`src/rtl/ahb_pkg.sv`:
```
// AHB-Lite encodings and the default-slave state type shared by the decoder/mux.
package ahb_pkg;
  localparam logic [1:0] HTRANS_IDLE   = 2'b00;
  localparam logic [1:0] HTRANS_BUSY   = 2'b01;
  localparam logic [1:0] HTRANS_NONSEQ = 2'b10;
  localparam logic [1:0] HTRANS_SEQ    = 2'b11;

  localparam logic HRESP_OKAY  = 1'b0;
  localparam logic HRESP_ERROR = 1'b1;

  typedef enum logic [1:0] {DS_IDLE, DS_ERR1, DS_ERR2} ds_state_e;

  function automatic logic trans_active(input logic [1:0] t);
    return (t == HTRANS_NONSEQ) || (t == HTRANS_SEQ);
  endfunction
endpackage

```
`src/rtl/ahb_default_slave.sv`:
```
// Built-in slave for unmapped addresses: two-cycle ERROR response plus error counting.
module ahb_default_slave
  import ahb_pkg::*;
#(
  parameter int CNT_W = 8
) (
  input  logic             hclk,
  input  logic             hresetn,
  input  logic             hready,
  input  logic             sel,
  input  logic             dp_map,
  output logic             ds_hready,
  output logic             ds_hresp,
  output logic             dec_err,
  output logic [CNT_W-1:0] err_cnt
);
  ds_state_e state;
  logic      rdy_q, resp_q, accept;

  assign accept = hready && sel;

  always_ff @(posedge hclk or negedge hresetn) begin
    if (!hresetn) begin
      state   <= DS_IDLE;
      rdy_q   <= 1'b1;
      resp_q  <= HRESP_OKAY;
      dec_err <= 1'b0;
      err_cnt <= '0;
    end else begin
      dec_err <= 1'b0;
      case (state)
        DS_ERR1: begin
          state  <= DS_ERR2;
          rdy_q  <= 1'b1;
          resp_q <= HRESP_ERROR;
        end
        default: begin
          // IDLE and ERR2 share the accept test; ERR2 -> ERR1 gives back-to-back errors
          if (accept) begin
            state   <= DS_ERR1;
            rdy_q   <= 1'b0;
            resp_q  <= HRESP_ERROR;
            dec_err <= 1'b1;
            if (err_cnt != '1) err_cnt <= err_cnt + 1'b1;
          end else begin
            state  <= DS_IDLE;
            rdy_q  <= 1'b1;
            resp_q <= HRESP_OKAY;
          end
        end
      endcase
    end
  end

  // Neutral contribution whenever a real slave owns the data phase.
  assign ds_hready = rdy_q | dp_map;
  assign ds_hresp  = resp_q & ~dp_map;
endmodule

```
`src/rtl/ahb_decoder_mux.sv`:
```
// AHB-Lite address decoder and data-phase response mux with a built-in default slave.
module ahb_decoder_mux
  import ahb_pkg::*;
#(
  parameter int ADDR_WIDTH = 16,
  parameter int DATA_WIDTH = 32,
  parameter int SLV_NUM    = 4,
  parameter int SEL_LSB    = 10,
  parameter int SEL_W      = 2,
  parameter int MAP_TAG    = 0,
  parameter int CNT_W      = 8
) (
  input  logic                  hclk,
  input  logic                  hresetn,
  input  logic [ADDR_WIDTH-1:0] haddr,
  input  logic [1:0]            htrans,
  output logic                  hready_o,
  output logic                  hresp_o,
  output logic [DATA_WIDTH-1:0] hrdata_o,
  input  logic [SLV_NUM-1:0]    hready_i,
  input  logic [SLV_NUM-1:0]    hresp_i,
  input  logic [DATA_WIDTH-1:0] hrdata_i [0:SLV_NUM-1],
  output logic [SLV_NUM-1:0]    hsel,
  output logic                  dec_err,
  output logic [CNT_W-1:0]      err_cnt
);
  localparam int TAG_LSB = SEL_LSB + SEL_W;
  localparam int TAG_W   = ADDR_WIDTH - TAG_LSB;

  if (SLV_NUM > (1 << SEL_W)) begin : g_bad_slv_num
    $error("ahb_decoder_mux: SLV_NUM exceeds 2**SEL_W");
  end

  logic [SEL_W-1:0] idx, dp_slv;
  logic             mapped, dp_map;
  logic             ds_hready, ds_hresp;
  logic             unused_lo;

  assign unused_lo = ^haddr[SEL_LSB-1:0];
  assign idx       = haddr[SEL_LSB +: SEL_W];
  assign mapped    = (haddr[ADDR_WIDTH-1:TAG_LSB] == TAG_W'(MAP_TAG)) && (32'(idx) < SLV_NUM);

  always_comb begin
    hsel = '0;
    if (mapped) hsel[idx] = 1'b1;
  end

  // Data-phase owner advances only when the bus accepts the address phase.
  always_ff @(posedge hclk or negedge hresetn) begin
    if (!hresetn) begin
      dp_slv <= '0;
      dp_map <= 1'b0;
    end else if (hready_o) begin
      dp_slv <= idx;
      dp_map <= mapped;
    end
  end

  always_comb begin
    if (dp_map) begin
      hready_o = hready_i[dp_slv];
      hresp_o  = hresp_i[dp_slv];
      hrdata_o = hrdata_i[dp_slv];
    end else begin
      hready_o = ds_hready;
      hresp_o  = ds_hresp;
      hrdata_o = '0;
    end
  end

  ahb_default_slave #(.CNT_W(CNT_W)) u_dflt (
    .hclk     (hclk),
    .hresetn  (hresetn),
    .hready   (hready_o),
    .sel      (!mapped && trans_active(htrans)),
    .dp_map   (dp_map),
    .ds_hready(ds_hready),
    .ds_hresp (ds_hresp),
    .dec_err  (dec_err),
    .err_cnt  (err_cnt)
  );
endmodule

```
`config.mk`:
```
export PLATFORM = sky130hd
export DESIGN_NAME = ahb_decoder_mux
export DESIGN_NICKNAME = d
export VERILOG_FILES = /design/src/rtl/ahb_pkg.sv /design/src/rtl/ahb_default_slave.sv /design/src/rtl/ahb_decoder_mux.sv
export SDC_FILE = /design/constraint.sdc
export NUM_CORES = 1
export LEC_CHECK = 0
export BUFFER_PORTS_ARGS = -buffer_cell sky130_fd_sc_hd__buf_4
export CAP_MARGIN = 15
export CELL_PAD_IN_SITES_DETAIL_PLACEMENT = 0
export CELL_PAD_IN_SITES_GLOBAL_PLACEMENT = 1
export CORE_ASPECT_RATIO = 1.75
export CORE_UTILIZATION = 22
export CTS_CLUSTER_SIZE = 25
export DETAILED_ROUTE_END_ITERATION = 8
export PLACE_DENSITY_LB_ADDON = 0.12
export SETUP_SLACK_MARGIN = 0.3
export SLEW_MARGIN = 20
export SYNTH_ARGS = -nofsm -noshare
export SYNTH_HDL_FRONTEND = slang
export SYNTH_SLANG_ARGS = --single-unit
```
`constraint.sdc`:
```
create_clock -name hclk -period 2.22 [get_ports hclk]
set_input_delay 0.111 -clock hclk [delete_from_list [all_inputs] [get_ports hclk]]
set_output_delay 0.111 -clock hclk [all_outputs]
set_load 0.005 [all_outputs]
```
==> flow_metrics.env, run 1 <==
export IMPL_seq_area_um2=378
export IMPL_final_cell_area_um2=3530
export IMPL_ir_worst_vdd_mv=0.523
export IMPL_hold_path_class="input port to flip-flop"
export IMPL_multi_input_area_um2=1290
export IMPL_clock_fmax_ghz=0.534
export IMPL_synth_seq_cells=15
export IMPL_clockRootBuffer="clkbuf_16"
export IMPL_start_util_pct=22.9
export IMPL_htreeDepth=1
export IMPL_total_power_mw=2.21
export IMPL_final_nets=506
export IMPL_synthTopCellsByCount="33 x and2_1, 33 x mux4_2, 14 x dfrtp_1"
export IMPL_drtIter0Drc=36
export IMPL_crit_path_end_kind="primary output"
export IMPL_p_per_area_nw_per_um2=627
export IMPL_cp_start_kind="flip-flop"
export IMPL_p_clk_share_pct=15.7
export IMPL_cts_sinks=15
export IMPL_placed_area_um2=3290
export IMPL_syn_nets=301
export IMPL_grt_overflow_total=0
export IMPL_switchingPower_mw=0.687
export IMPL_clkTransAtPathRegs_ns=0.05
export IMPL_holdWs_ns=0.142
export IMPL_synth_area_um2=1730
export IMPL_gp_congestion=0.825
export IMPL_critical_path_class="flip-flop to primary output"
export IMPL_fin_ws_ns=0.346
export IMPL_ios=203
export IMPL_hpwl_mm=6.24
export IMPL_drive_above_1_share_pct=74.1
export IMPL_rows=42
export IMPL_synth_edf_count=0
export IMPL_synth_area_top_cells="mux4_2 43%, dfrtp_1 20%, and2_1 12%"
export IMPL_finalCritPeriodShare_pct=84.4
export IMPL_die_w_um=69.0
export IMPL_drv_cap=0
export IMPL_ctsLongestPathBuffers=2
export IMPL_drc=0
export IMPL_yosys_warnings=0
export IMPL_clkLatencyLatePin_ns=0.24
export IMPL_power_internal_mw=1.53
export IMPL_syn_inst=144
export IMPL_fillers=735
export IMPL_grt_setup_unrepaired="yes"
export IMPL_wirelength_mm=7.60
export IMPL_synth_largest_area_cell="mux4_2"
export IMPL_swShare_pct=31.0
export IMPL_finalCriticalPeriod_ns=1.87
export IMPL_drv_slew=0
export IMPL_ys_flop_type="dfrtp_1"
export IMPL_grt_pass1_wl_mm=11.6
export IMPL_die_h_um=119
export IMPL_grt_pass1_vias=2079
export IMPL_status="finished clean"
export IMPL_pre_cts_slack_ns=0.345
export IMPL_critical_path_max_fanout=10
export IMPL_vias=2048
export IMPL_viasPerCell=4.70
export IMPL_setup_viol=0
export IMPL_synth_cell_types=32
export IMPL_fin_setup_tns_ns=0
export IMPL_syn_area_per_cell_um2=12.0
export IMPL_antenna_cells=0
export IMPL_area_growth_pct=104
export IMPL_tightest_slew_ns=0.356
export IMPL_worstPathRequired_ns=2.11
export IMPL_cts_tree="done"
export IMPL_synth_top_area_share_pct=43.0
export IMPL_ys_seq_area_share_pct=21.8
export IMPL_core_area_um2=7570
export IMPL_drt_first_pass_iters=4
export IMPL_ant_nets=0
export IMPL_synthArstFlopShare_pct=100
export IMPL_antenna_found_initial=0
export IMPL_slew_headroom_pct=76.0
export IMPL_p_leak_nw=1.73
export IMPL_grt_max_degree=27
export IMPL_wire_per_inst_um=17.4
export IMPL_power_frac_comb_pct=62.7
export IMPL_arrival_ns=1.76
export IMPL_port_buffers=191
export IMPL_seqPwrFrac_pct=21.6
export IMPL_die_area_um2=8230
export IMPL_finalHoldViolCount=0
export IMPL_cts_inserted_buffers=3
export IMPL_finClkSkew_ns=0.00119
export IMPL_groute_usage_overall_pct=18.0
per-stage QoR:
step | std cells | util (%)
2_1_floorplan | 144 | -
3_3_place_gp | 419 | 43.5
3_5_place_dp | 419 | 43.5
4_1_cts | 425 | 45.2
5_1_grt | 436 | 46.6
6_report | 436 | 46.6
cell type report:
| type | count | share of cell area (%) |
|---|---|---|
| tap | 88 | 3.12 |
| clock buffer | 4 | 2.23 |
| sequential | 15 | 10.7 |
| multi-input combinational | 114 | 36.7 |
| timing repair buffer | 212 | 46.9 |
| inverter | 3 | 0.319 |
state kept, by name, summed over array words and instances (netlist names):
| signal | count |
|---|---|
| u_dflt.err_cnt | 8 |
| dp_slv | 2 |
| u_dflt.state | 2 |
| dp_map | 1 |
| u_dflt.rdy_q | 1 |
| u_dflt.resp_q | 1 |
cells by family after synthesis:
| group | Yosys count | synth area share [%] |
|---|---|---|
| compound gates | 6 | 2.68 |
| xor+xnor | 7 | 3.55 |
| fa+ha+maj | 1 | 0.723 |
| buf+inv | 15 | 3.76 |
| flops | 15 | 21.8 |
| mux | 39 | 46.8 |
| simple gates | 61 | 20.7 |
final timing paths:
kind                                         from           endpoint  slack, ns  cells past startpoint
min in group asynchronous                 hresetn  u_dflt.err_cnt[2]       0.25                      2
worst min register to register  u_dflt.err_cnt[6]  u_dflt.err_cnt[6]       0.51                      1
worst min-delay path                    haddr[11]          dp_slv[1]       0.14                      2
max in group asynchronous                 hresetn       u_dflt.rdy_q       1.73                      2
worst max-delay path                    dp_slv[0]       hrdata_o[11]       0.35                      5
worst max register to register          dp_slv[1]  u_dflt.err_cnt[4]       0.41                      6
power by group through the flow:
stage,clock network [mW],logic (mW),registers (mW)
after floorplan,0,0.738,0.445
after CTS,0.356,1.31,0.472
after global routing,0.366,1.50,0.500
after detailed placement,0,1.26,0.472
after global placement,0,1.24,0.473
final,0.348,1.39,0.478
worst max-delay path: stages, from the launching register on:
cell and delay (ns):
dfrtp_2 0.45, buf_12 0.16, buf_4 0.13, mux4_2 0.48
and2_1 0.16, buf_4 0.13
what timing repair did:
item	4_1_cts	5_1_grt
resized for setup	1	3
setup buffers	0	11
gates cloned	1	0
setup endpoints to repair	2	17
pin swaps	0	1
hold endpoints to repair	15	0
hold buffers	1	0
routing by layer:
layer | vias to the layer above | GRT usage (%) | wire (um)
li1 | 960 | - | -
met1 | 969 | 20.4 | 2710
met2 | 111 | 34.3 | 4180
met3 | 8 | 2.71 | 582
met4 | 0 | 4.46 | 133
met5 | - | 0 | 0
layout by cell type, fill, tap and decap left out, drive strengths merged, types with 2 or more instances in the layout:
| cell type | n |
|---|---|
| nand3 | 2 |
| mux2 | 5 |
| nand2 | 7 |
| buf | 211 |
| nor2 | 4 |
| inv | 3 |
| o21ai | 2 |
| and3 | 2 |
| clkbuf | 4 |
| a21oi | 2 |
| nand4 | 4 |
| dfrtp | 14 |
| xnor2 | 6 |
| and2 | 33 |
| mux4 | 33 |
No activity file was read; power rests on OpenSTA's default activity.
==> run 2, diff against run 1 <==
Clock period 2.22 ns to 1.73 ns, I/O delays scaled along.
==> flow_metrics.env, run 2 (synthesis results as in run 1) <==
export IMPL_slew_headroom_pct=72.2
export IMPL_crit_path_end_kind="flip-flop"
export IMPL_wire_per_inst_um=17.1
export IMPL_die_w_um=69.0
export IMPL_clock_fmax_ghz=0.551
export IMPL_grt_busiest_layer="met2"
export IMPL_status="finished, violations left"
export IMPL_finalCriticalPeriod_ns=1.81
export IMPL_cts_inserted_buffers=3
export IMPL_core_area_um2=7570
export IMPL_cp_start_kind="flip-flop"
export IMPL_finClkSkew_ns=0.000997
export IMPL_drtIter0Drc=39
export IMPL_reg_largest_list="u_dflt.err_cnt (8), dp_slv (2), u_dflt.state (2)"
export IMPL_critical_path_max_fanout=4
export IMPL_critical_path_class="flip-flop to flip-flop"
export IMPL_groute_usage_overall_pct=17.4
export IMPL_p_per_area_nw_per_um2=843
export IMPL_regMostFlops="u_dflt.err_cnt"
export IMPL_rows=42
export IMPL_clkLatencyLatePin_ns=0.25
export IMPL_final_cell_area_um2=3830
export IMPL_final_common_cell="buf_4"
export IMPL_grt_util_met1_pct=18.7
export IMPL_grt_max_degree=35
export IMPL_layout_common_cells="184 x buf_4, 33 x mux4_2, 27 x buf_6"
export IMPL_fin_ws_ns=-0.0838
export IMPL_clkTransAtPathRegs_ns=0.05
export IMPL_antenna_found_initial=0
export IMPL_grt_setup_unrepaired="yes"
export IMPL_grt_pass1_wl_mm=11.2
export IMPL_final_nets=514
export IMPL_pre_cts_slack_ns=-0.0199
export IMPL_grt_overflow_total=0
export IMPL_drv_cap=0
export IMPL_hpwl_mm=6.11
export IMPL_worstPathRequired_ns=1.86
export IMPL_finalHoldViolCount=0
export IMPL_ir_worst_vdd_mv=0.800
export IMPL_arrival_ns=1.94
export IMPL_p_leak_nw=1.86
export IMPL_gp_congestion=0.731
export IMPL_total_power_mw=3.23
export IMPL_violations="setup timing"
export IMPL_viasPerCell=4.65
export IMPL_hold_path_class="input port to flip-flop"
export IMPL_cts_tree="done"
export IMPL_largest_reg_flops=8
export IMPL_drc=0
export IMPL_grt_pass1_vias=2058
export IMPL_ant_nets=0
export IMPL_area_growth_pct=121
export IMPL_cts_sinks=15
export IMPL_die_h_um=119
export IMPL_placed_area_um2=3390
export IMPL_grt_use_met3_pct=3.38
export IMPL_die_area_um2=8230
export IMPL_ios=203
export IMPL_setup_viol=38
export IMPL_ctsLongestPathBuffers=2
export IMPL_finalCritPeriodShare_pct=105
export IMPL_drive_above_1_share_pct=82.0
export IMPL_drv_slew=0
export IMPL_met2_usage_pct=34.0
export IMPL_vias=2064
export IMPL_clockRootBuffer="clkbuf_16"
export IMPL_start_util_pct=22.9
export IMPL_tightest_slew_ns=0.413
export IMPL_htreeDepth=1
export IMPL_wirelength_mm=7.60
export IMPL_port_buffers=191
export IMPL_drt_first_pass_iters=4
export IMPL_antenna_cells=0
## run 2: power breakdown
group,switching [mW],total (mW),internal [mW]
clock,0.143,0.452,0.309
sequential,0.0917,0.560,0.468
combinational,0.760,2.22,1.46
## run 2: layer usage
layer / vias up / share of wire, %
met3: 8 / 7.6
met5: - / 0
met4: 0 / 1.4
met2: 106 / 59
li1: 974 / -
met1: 976 / 32
## run 2: path summary, 6_finish.rpt
kind | startpoint | end | slack (ns) | cells past startpoint
max in group asynchronous | hresetn | u_dflt.rdy_q | 1.26 | 2
setup / recovery | dp_slv[0] | u_dflt.err_cnt[1] | -0.08 | 5
setup reg to reg | dp_slv[0] | u_dflt.err_cnt[1] | -0.08 | 5
hold / removal | haddr[11] | dp_slv[1] | 0.11 | 2
hold reg to reg | u_dflt.err_cnt[6] | u_dflt.err_cnt[6] | 0.51 | 1
min in group asynchronous | hresetn | u_dflt.err_cnt[1] | 0.23 | 2
## run 2: final cells by class
class                   count  area [um^2]
clock inverters             1         5.00
repair buffers            220         1870
inverters                   3         11.3
well taps                  88          110
clock buffers               3         75.1
multi-input cells         114         1380
fillers                   727         3740
flip-flops and latches     15          379
## run 2: worst max-delay path, cell delays in order, from the launching register on
cell and delay (ns):
dfrtp_2 0.45, buf_4 0.15, or3b_4 0.41, a211oi_4 0.23, buf_4 0.15, mux2_1 0.31
## run 2: per-stage QoR
step / TNS [ns] / util, % / hold slack (ns) / std cells
after detailed placement: -0.0199 / 44.8 / -0.0474 / 428
after global routing: -4.64 / 50.6 / 0.110 / 444
after CTS: -2.71 / 48.8 / 0.107 / 441
final: -1.94 / 50.6 / 0.108 / 444
after global placement: 0 / 44.8 / -0.0495 / 428
after floorplan: -0.0753 / - / -0.209 / 144
## run 2: timing repair
item	CTS	global route
buffers inserted	7	2
pin swaps	9	5
hold buffers	1	0
cloned	1	1
resized for setup	27	31
setup endpoints to repair	47	47
endpoints found under the hold margin	15	0
